File: src/rtl/nibble_packer.sv
// rtl/nibble_packer.sv - scatters nibble lanes into two 32-bit words A/B with per-word valid/ready (optional ERR via NIBBLE_PACKER_COLLISION_EN)
module nibble_packer #(
  parameter int LANES        = 4,
  parameter int NIB_PER_WORD = 8,
  parameter int POS_W        = 3
) (
  input  logic                      CLK,
  input  logic                      RESET,
  input  logic                      IN_VALID,
  output logic                      IN_READY,
  input  logic [LANES*4-1:0]        NIBBLE_IN,
  input  logic [LANES*POS_W-1:0]    sel_pos,
  input  logic [LANES-1:0]          SEL,
  input  logic                      FLUSH,
  output logic                      OUT_A_VALID,
  input  logic                      OUT_A_READY,
  output logic [4*NIB_PER_WORD-1:0] DATA_A,
  output logic                      OUT_B_VALID,
  input  logic                      OUT_B_READY,
  output logic [4*NIB_PER_WORD-1:0] DATA_B
`ifdef NIBBLE_PACKER_COLLISION_EN
  ,
  output logic                      ERR
`endif
);

  localparam int WW = 4 * NIB_PER_WORD;

  typedef enum logic {FILL = 1'b0, HOLD = 1'b1} word_state_t;

  word_state_t             state_a, state_b, state_a_n, state_b_n;
  logic [WW-1:0]           buf_a, buf_b, buf_a_n, buf_b_n;
  logic [NIB_PER_WORD-1:0] mask_a, mask_b, mask_a_n, mask_b_n;
  logic [WW-1:0]           wr_a, wr_b;
  logic [NIB_PER_WORD-1:0] wm_a, wm_b;
  logic                    accept, flush_go, hit;

  assign IN_READY    = (state_a == FILL) && (state_b == FILL);
  assign accept      = IN_VALID && IN_READY;
  assign flush_go    = FLUSH && IN_READY;
  assign OUT_A_VALID = (state_a == HOLD);
  assign OUT_B_VALID = (state_b == HOLD);
  assign DATA_A      = buf_a;
  assign DATA_B      = buf_b;

  // Merge the accepted beat into both words; later lanes overwrite earlier ones, and a running mask flags any rewrite.
  always_comb begin : merge
    logic [POS_W-1:0] pos;
    logic [3:0]       nib;
    wr_a = buf_a;
    wr_b = buf_b;
    wm_a = mask_a;
    wm_b = mask_b;
    hit  = 1'b0;
    pos  = '0;
    nib  = '0;
    if (accept) begin
      for (int i = 0; i < LANES; i++) begin
        pos = sel_pos[POS_W*i +: POS_W];
        nib = NIBBLE_IN[4*i +: 4];
        if (SEL[i]) begin
          hit = hit | wm_b[pos];
          wr_b[{pos, 2'b00} +: 4] = nib;
          wm_b[pos] = 1'b1;
        end else begin
          hit = hit | wm_a[pos];
          wr_a[{pos, 2'b00} +: 4] = nib;
          wm_a[pos] = 1'b1;
        end
      end
    end
  end

  // Per-word FILL/HOLD next state: complete on full mask, flush on any filled slot, clear when drained.
  always_comb begin
    state_a_n = state_a;
    buf_a_n   = buf_a;
    mask_a_n  = mask_a;
    state_b_n = state_b;
    buf_b_n   = buf_b;
    mask_b_n  = mask_b;
    case (state_a)
      FILL: begin
        if (IN_READY) begin
          buf_a_n  = wr_a;
          mask_a_n = wm_a;
          if ((accept && (&wm_a)) || (flush_go && (|wm_a))) state_a_n = HOLD;
        end
      end
      HOLD: begin
        if (OUT_A_READY) begin
          state_a_n = FILL;
          buf_a_n   = '0;
          mask_a_n  = '0;
        end
      end
      default: state_a_n = FILL;
    endcase
    case (state_b)
      FILL: begin
        if (IN_READY) begin
          buf_b_n  = wr_b;
          mask_b_n = wm_b;
          if ((accept && (&wm_b)) || (flush_go && (|wm_b))) state_b_n = HOLD;
        end
      end
      HOLD: begin
        if (OUT_B_READY) begin
          state_b_n = FILL;
          buf_b_n   = '0;
          mask_b_n  = '0;
        end
      end
      default: state_b_n = FILL;
    endcase
  end

  // State, buffer and mask registers with synchronous reset discarding any partial or pending words.
  always_ff @(posedge CLK) begin
    if (RESET) begin
      state_a <= FILL;
      state_b <= FILL;
      buf_a   <= '0;
      buf_b   <= '0;
      mask_a  <= '0;
      mask_b  <= '0;
    end else begin
      state_a <= state_a_n;
      state_b <= state_b_n;
      buf_a   <= buf_a_n;
      buf_b   <= buf_b_n;
      mask_a  <= mask_a_n;
      mask_b  <= mask_b_n;
    end
  end

`ifdef NIBBLE_PACKER_COLLISION_EN
  logic err_q;
  assign ERR = err_q;

  // Sticky collision flag: duplicate slot within a beat or rewrite of a filled slot.
  always_ff @(posedge CLK) begin
    if (RESET) err_q <= 1'b0;
    else       err_q <= err_q | hit;
  end
`else
  logic unused_hit;
  assign unused_hit = hit;
`endif

endmodule

File: config.mk
export PLATFORM = sky130hd
export DESIGN_NAME = nibble_packer
export DESIGN_NICKNAME = d
export VERILOG_FILES = /design/src/rtl/nibble_packer.sv
export SDC_FILE = /design/constraint.sdc
export NUM_CORES = 1
export LEC_CHECK = 0
export ABC_CLOCK_PERIOD_IN_PS = 7500
export BUFFER_PORTS_ARGS = -buffer_cell sky130_fd_sc_hd__clkbuf_2
export CAP_MARGIN = 30
export CORE_MARGIN = 10
export CORE_UTILIZATION = 33
export CTS_CLUSTER_SIZE = 8
export DETAILED_ROUTE_END_ITERATION = 10
export PLACE_DENSITY = 0.61
export REMOVE_ABC_BUFFERS = 1
export SYNTH_ARGS = -nofsm -noshare
export SYNTH_HDL_FRONTEND = slang
export SYNTH_SLANG_ARGS = --single-unit
File: constraint.sdc
create_clock -name CLK -period 7.5 [get_ports CLK]
set_input_delay 1.125 -clock CLK [delete_from_list [all_inputs] [get_ports CLK]]
set_output_delay 1.125 -clock CLK [all_outputs]
set_load 0.005 [all_outputs]
# Yosys cells after proc, flatten, opt, wreduce, memory -nomap -nowiden
# Cells that the tools add are included.
[op_classes]
addsub = 4
magnitude_cmp = 8
n_eq_ne = 6
shifts = 8
n_mux = 68
bitwise_logic = 10
n_reduce_logical = 21
[ops]
columns = ["op", "n"]
rows = [
  ["32-bit 2-to-1 mux", 20],
  ["32-bit bitwise mux", 8],
  ["8-bit 2-to-1 mux", 20],
  ["32-bit one-hot mux with 2 select lines", 2],
  ["4-bit by 7-bit variable shift with 32-bit output, first input constant", 4],
  ["4-bit by 7-bit indexed part select with 32-bit output", 4],
  ["8-bit bitwise OR", 8],
  ["8-bit one-hot mux with 2 select lines", 2],
  ["5-bit negation with 7-bit output", 4],
  ["3-bit by 4-bit < comparator with 1-bit output, second input constant", 4],
  ["8-bit AND reduction", 2],
  ["8-bit OR reduction", 2],
  ["1-bit demux with 3-bit select", 4],
  ["3-bit by 1-bit greater-or-equal comparator with 1-bit output, second input constant", 4],
  ["2-bit != test, second input constant", 6],
  ["1-bit logical AND", 11],
  ["1-bit 2-to-1 mux", 10],
  ["3-bit AND reduction", 2],
  ["1-bit one-hot mux with 2 select lines", 2],
  ["2-bit AND reduction", 2],
  ["1-bit logical OR", 2],
  ["1-bit inverter", 2],
]
[totals]
reg_bits = 82
inputBits = 38
word_cells = 131

# Longest topological paths before layout
# Gate-level depths: netlist (run 1).
[logic_depth]
depth_word = 22
ltp_mapped = 13
depth_no_buf = 10

# Worst setup path before layout (run 1)
# Ideal clock, no wire load.
[synth_path]
path_type = "in2reg"
from = "input sel_pos[0]"
to = "register buf_a[5] (netlist: DATA_A[5])"
setup_ns = 0.117
t_arrival_ns = 3.177
required_time_ns = 7.383
path_slack_ns = 4.206
path_stages = 12
cell_sequence = "buf_4 -> buf_4 -> inv_1 -> ha_1 -> ha_1 -> o31ai_1 -> nor3b_2 -> mux2i_1 -> mux2i_1 -> o21ai_1 -> o21ai_1 -> a32o_1"
[synth_via]
elab_chain_len = 16
elab_cells_between_ends = 17
classes_between = "add/sub: 1; shift: 2; mux: 14"
[synth_lines]
columns = ["element", "line_no", "source"]
rows = [
  ["start: declaration", "12", "input logic [LANES*POS_W-1:0] sel_pos,"],
  ["5-bit negation with 7-bit output (*)", "67", "wr_a[{pos, 2'b00} +: 4] = nib;"],
  ["4-bit by 7-bit indexed part select with 32-bit output / 4-bit by 7-bit variable shift with 32-bit output (equally long branches)", "67", ""],
  ["32-bit bitwise mux (*)", "67", ""],
  ["32-bit 2-to-1 mux (*)", "61", "if (SEL[i]) begin"],
  ["32-bit 2-to-1 mux (*)", "57", "if (accept) begin"],
  ["32-bit bitwise mux", "67", ""],
  ["32-bit 2-to-1 mux (*)", "61", ""],
  ["32-bit 2-to-1 mux (*)", "57", ""],
  ["32-bit bitwise mux", "67", ""],
  ["32-bit 2-to-1 mux (*)", "61", ""],
  ["32-bit 2-to-1 mux (*)", "57", ""],
  ["32-bit bitwise mux", "67", ""],
  ["32-bit 2-to-1 mux (*)", "61", ""],
  ["32-bit 2-to-1 mux (*)", "57", ""],
  ["32-bit 2-to-1 mux (*)", "84", "if (IN_READY) begin"],
  ["32-bit one-hot mux with 2 select lines (*)", "82", "case (state_a)"],
  ["end signal: assignment", "130", "buf_a <= buf_a_n;"],
  ["end: declaration", "32", "logic [WW-1:0] buf_a, buf_b, buf_a_n, buf_b_n;"],
]
# Every way passes the cells marked *; elsewhere a longest branch is shown, timed or not. The select of a mux whose other input is x is not followed.
# A chain may end at the register's enable or synchronous reset.

# Worst setup path after layout (run 1)
[layout_path]
from = "input sel_pos[0]"
to = "register buf_a[27] (netlist: DATA_A[27])"
# Same word-level chain as after synthesis.

==> results of run 1 <==
==> critical path: stages <==
cell	delay, ns
clkbuf_2	0.46
inv_1	0.15
ha_1	0.23
ha_1	0.27
nand2b_1	0.25
nor3b_1	0.69
mux2i_1	0.16
a211oi_1	0.28
a211oi_1	0.08
o21ai_1	0.17
==> state kept, by name, indices dropped and copies added, names as in the netlist <==
name / cells
DATA_B: 32
OUT_B_VALID: 1
mask_b: 8
mask_a: 8
DATA_A: 32
OUT_A_VALID: 1
==> cells in the mapped netlist, types with 3 or more instances <==
cell type and n:
or2_2 3, a22oi_1 47, and3_1 3, nand4_1 12, o21ai_0 68, o221ai_1 8
nor4_1 4, a32oi_1 14, nand2b_1 13, o21ai_1 43, a211oi_1 22, mux2_1 6
dfxtp_1 82, buf_4 4, a21oi_1 97, nor4bb_1 3, and2_1 20, nor2b_1 26
a21o_1 4, mux2i_1 77, buf_2 14, o31ai_1 8, nor3b_1 5, or3_1 3
inv_1 14, a31oi_1 6, nand2_1 97, nand4b_1 4, buf_1 4, nor2_1 105
nor3_1 19, nand3_1 21, ha_1 14, clkbuf_1 30
==> logic make-up after synthesis <==
| kind of cell | count (synthesis) | share of synthesized area (%) |
|---|---|---|
| AOI/OAI and AO/OA | 329 | 29.8 |
| muxes | 83 | 12.5 |
| and+or+nand+nor | 355 | 26.2 |
| buffers and inverters | 67 | 4.25 |
| DFF | 82 | 24.6 |
| adders and majority gates | 14 | 2.62 |
==> layer usage <==
metal  up-vias  global-route usage (%)  part of all wire (%)
li1       3579                       -                     -
met1      3511                    26.8                    42
met2       454                    30.1                    44
met3        43                    3.87                    11
met4         0                    6.49                   2.3
met5         -                       0                     0
==> power by group <==
| part | internal, mW | total, mW | switching (mW) | leakage [nW] |
|---|---|---|---|---|
| clock network | 0.264 | 0.447 | 0.182 | 0.142 |
| registers | 0.461 | 0.483 | 0.0220 | 0.664 |
| logic | 0.116 | 0.365 | 0.249 | 2.35 |
==> area by class of cell <==
type	count	area, um^2	share of cell area, %
Sequential cell	82	1640	21.5
Tap cell	270	338	4.43
Inverter	15	56.3	0.738
Clock buffer	12	246	3.23
Clock inverter	3	40.0	0.525
Timing Repair Buffer	107	543	7.12
Multi-Input combinational cell	781	4760	62.4
==> metrics by stage <==
stage,power [mW],instance area (um^2),cells,hold slack [ns]
floorplan,0.699,6460,878,0.436
global placement,0.847,7340,1255,0.445
detailed placement,0.850,7340,1255,0.450
CTS,1.30,7630,1270,0.458
global route,1.36,7630,1270,0.472
finish,1.30,7630,1270,0.454
==> path summary, 6_finish.rpt <==
path                            from                       to  depth (start not counted)
max                       sel_pos[0]  DATA_A[27]$_SDFFE_PP0P_                         10
min          DATA_B[24]$_SDFFE_PP0P_  DATA_B[24]$_SDFFE_PP0P_                          2
min reg2reg  DATA_B[24]$_SDFFE_PP0P_  DATA_B[24]$_SDFFE_PP0P_                          2
max reg2reg   OUT_B_VALID$_SDFF_PP0_  DATA_A[12]$_SDFFE_PP0P_                          6
==> results.yml, run 1 <==
synth:
  ys_ff_latch: 82
  synthDistinctLibCells: 57
  synth_area_um2: 6690
  synthTopCellsByArea: "dfxtp_1 25%, mux2i_1 12%, a21oi_1 7.3%, nor2_1 5.9%, nand2_1 5.4%"
  syn_area_per_cell_um2: 7.19
  synth_edf_count: 0
  yosys.area.top_type: "dfxtp_1"
  synth_top_cell_area_share_pct: 24.6
  synthFlopType: "dfxtp_1"
  seq_area_frac_synth_pct: 24.6
  ys.warnings.count: 0
  ys_async_sr_fraction_pct: 0
  synthCells: 930
placement:
  place.detailed.hpwl_mm: 19.3
  placement.io_buffers: 104
  gp_congestion: 0.982
  post-place-ws_ns: 3.65
power:
  ir_worst_vdd_mv: 0.108
  cellLeakagePower_nw: 3.16
  p_per_area_nw_per_um2: 170
sta:
  max_slew_margin_pct: 37.5
  fin_skew_ns: 0.00814
  fin_tns_setup_ns: 0
  drv_slew: 0
  fmax_mhz: 278
  setup_viol: 0
  fin_ws_ns: 3.90
  hold_viol_final: 0
  fin_crit_ns: 3.60
  post-route-period-util_pct: 48.0
  worstMarginPinSlew_ns: 0.936
  rsz0062_at_grt: "false"
finish:
  drive_gt1_share_pct: 13.6
  areaGrowthSynthToFinish_pct: 14.1
  mostFrequentLayoutCells: "104 x clkbuf_2, 103 x nor2_1, 97 x nand2_1, 97 x a21oi_1, 82 x dfxtp_1"
  n_antenna_cell: 0
  utilization_pct: 38.0
  final_common_cell: "clkbuf_2"
  fillCellCount: 2156
  nNetsFinal: 1048
worst_hold_path:
  min_path_type: "reg2reg"
floorplanning:
  die_y_um: 162
  core_area_um2: 20100
  rows: 52
  io_pins: 105
  die_area_um2: 26400
  initial_utilization_pct: 33.3
  die_x_um: 162
clock_network:
  post_cts_buffers: 0
  cts.hold.buffers_added: 0
  cts_htree_levels: 3
  root_buffer: "clkbuf_16"
  clock_tree.buffer_depth: 2
  cts_tree: "built"
  clk_latency_ns: 0.36
  clkTransAtPathRegs_ns: 0.06
  clock-sinks: 82
  ctsResizeCount: 0
  cts_buffers: 9
drt:
  totalWireLength_mm: 26.8
  drt-initial-drc-count: 776
  ant_nets: 0
  drc: 0
  wl_per_cell_um: 21.1
  vias: 7587
  routed_via_density: 5.97
  dr.pass1.iters: 6
global_routing:
  grt_max_degree: 43
  grt_overflow: 0
  first_global_vias: 7025
  antenna_found_initial: 0
  grt_use_total_pct: 19.6
  grt_pass1_wl_mm: 41.2
critical_path:
  r2r_slack_ns: 5.21
  path_class: "in2reg"
  cp-start-kind: "input port"
  cp.arrival_ns: 3.89
  critPathRequiredTime_ns: 7.79
  end_kind: "flop"
  crit_path_max_fanout: 22
status:
  status: "completed"
job:
  maxCapViolations: 0
(Power assumes the default switching activity.)
==> run 2: changes to the inputs <==
--- a/config.mk
+++ b/config.mk
@@ -5,7 +5,8 @@
 export SDC_FILE = /design/constraint.sdc
 export NUM_CORES = 1
 export LEC_CHECK = 0
-export ABC_CLOCK_PERIOD_IN_PS = 7500
+export ABC_AREA = 1
+export ABC_CLOCK_PERIOD_IN_PS = 3750
 export BUFFER_PORTS_ARGS = -buffer_cell sky130_fd_sc_hd__clkbuf_2
 export CAP_MARGIN = 30
 export CORE_MARGIN = 10
==> constraint.sdc (replaced) <==
create_clock -name CLK -period 3.75 [get_ports CLK]
set_input_delay 0.5625 -clock CLK [delete_from_list [all_inputs] [get_ports CLK]]
set_output_delay 0.5625 -clock CLK [all_outputs]
set_load 0.005 [all_outputs]
==> run 2 against run 1 <==
Wire length is 17% higher. Worst setup slack worse by 2.8 ns. First-iteration DRC count is 39% higher. Sequential share of layout area is 2.8 points lower. Total power is 120% higher. Sequential power is 100% higher. Clock skew hardly changed.
==> results.yml, run 2 <==
status:
  status: "completed"
placement:
  placedInstanceArea_um2: 8490
  place.detailed.hpwl_mm: 23.8
  gp_congestion: 0.984
  placement.io_buffers: 104
drt:
  totalWireLength_mm: 31.3
  drc: 0
  vias: 9442
  drt-initial-drc-count: 1080
  ant_nets: 0
  dr.pass1.iters: 6
  wl_per_cell_um: 17.9
  routed_via_density: 5.40
clock_network:
  root_buffer: "clkbuf_16"
  cts_tree: "built"
  cts.hold.buffers_added: 0
  cts_htree_levels: 3
  post_cts_buffers: 0
  clk_latency_ns: 0.36
  cts_buffers: 9
  clock_tree.buffer_depth: 2
  ctsResizeCount: 0
  clkTransAtPathRegs_ns: 0.06
  clock-sinks: 82
global_routing:
  grt_overflow: 0
  grt_use_total_pct: 19.8
  grt_pass1_wl_mm: 48.3
  antenna_found_initial: 0
  grt_max_degree: 55
  first_global_vias: 8561
sta:
  fin_tns_setup_ns: 0
  setup_viol: 0
  rsz0062_at_grt: "false"
  max_slew_margin_pct: 39.7
  fmax_mhz: 379
  fin_crit_ns: 2.64
  fin_skew_ns: 0.00793
  post-route-period-util_pct: 70.4
  drv_slew: 0
  hold_viol_final: 0
  worstMarginPinSlew_ns: 0.904
job:
  maxCapViolations: 0
synth:
  yosysMostFrequentCell: "nand2_1"
  synthDistinctLibCells: 32
  synth_edf_count: 0
  ys.warnings.count: 0
  synthTopCellsByArea: "dfxtp_1 21%, nand2_1 18%, a21oi_1 10%, nand3_1 9.6%, nor2_1 7.1%"
  synth_top_cell_area_share_pct: 21.0
  seq_area_frac_synth_pct: 21.0
  synth_area_um2: 7820
  synthFlopType: "dfxtp_1"
  ys_ff_latch: 82
  yosys.area.top_type: "dfxtp_1"
  synth_commonest_cells: "385 x nand2_1, 156 x a21oi_1, 150 x nand3_1"
  syn_area_per_cell_um2: 5.77
  ys_async_sr_fraction_pct: 0
  synthCells: 1355
finish:
  n_antenna_cell: 0
  nNetsFinal: 1478
  mostFrequentLayoutCells: "385 x nand2_1, 156 x a21oi_1, 150 x nand3_1"
  areaGrowthSynthToFinish_pct: 12.1
  design_area_um2: 8770
  drive_gt1_share_pct: 15.2
  utilization_pct: 37.5
  final_common_cell: "nand2_1"
floorplanning:
  die_area_um2: 30300
  die_y_um: 174
  io_pins: 105
  rows: 56
  die_x_um: 174
  initial_utilization_pct: 33.4
  core_area_um2: 23400
power:
  cellLeakagePower_nw: 3.95
  p_per_area_nw_per_um2: 326
  ir_worst_vdd_mv: 0.259
critical_path:
  end_kind: "flop"
  startpoint: "sel_pos[0]"
  path_class: "in2reg"
  cp.arrival_ns: 2.87
  cp-start-kind: "input port"
  crit_path_max_fanout: 15
  critPathRequiredTime_ns: 3.98
  reg2reg_depth: 11
  r2r_start: "OUT_B_VALID$_SDFF_PP0_"
worst_hold_path:
  min_path_type: "reg2reg"
  whs_path_depth: 2
  hold_start: "mask_a[1]$_SDFFE_PP0P_"
[run 2: worst max-delay path, stage by stage]
cell	delay, ns
clkbuf_2	0.26
inv_2	0.17
ha_1	0.23
ha_1	0.33
inv_1	0.14
nand3_1	0.15
nor2_1	0.35
inv_1	0.17
nand2_1	0.10
nand3_1	0.06
o211ai_1	0.10
nand2_1	0.07
nand3_1	0.10
a21oi_1	0.07
[run 2: cells by family (layout without fill, tap and decap cells)]
group           Yosys count  after routing  share of synthesized area [%]
fa+ha+maj                14             14                           2.24
buf+inv                 201            277                           11.4
compound gates          284            284                           20.6
flops                    82             82                           21.0
simple gates            774            774                           44.7
[run 2: worst paths after layout]
path                                   to  slack, ns
setup / recovery  DATA_B[31]$_SDFFE_PP0P_       1.11
hold / removal     mask_a[1]$_SDFFE_PP0P_       0.48
setup reg to reg   OUT_A_VALID$_SDFF_PP0_       1.55
hold reg to reg    mask_a[1]$_SDFFE_PP0P_       0.48
[run 2: final cells by class]
cell class	instances	area [um^2]
Tap cell	319	399
Clock buffer	13	240
Multi-Input combinational cell	1072	5290
Sequential cell	82	1640
Inverter	145	552
Clock inverter	3	40.0
Timing Repair Buffer	116	611
Fill cell	2630	14600
[run 2: report_power, final]
group,internal [mW],leakage [nW],switching [mW]
sequential,0.927,0.664,0.0447
combinational,0.287,3.14,0.708
clock,0.515,0.138,0.375
total,1.73,3.95,1.13
[run 2: metrics by stage]
stage / power [mW] / instances / setup WS (ns) / hold slack [ns]
after global routing: 3.03 / 1750 / 0.944 / 0.500
after detailed placement: 1.97 / 1734 / 0.830 / 0.467
after global placement: 1.97 / 1734 / 0.837 / 0.459
final: 2.86 / 1750 / 1.11 / 0.476
after CTS: 2.87 / 1750 / 1.20 / 0.478
after floorplan: 1.58 / 1299 / 1.55 / 0.445
[run 2: metal layers]
metal / wire [um] / global-route usage (%)
met5: 0 / 0
met4: 827 / 6.27
met3: 2990 / 4.42
met2: 13800 / 31.2
met1: 13700 / 26.1
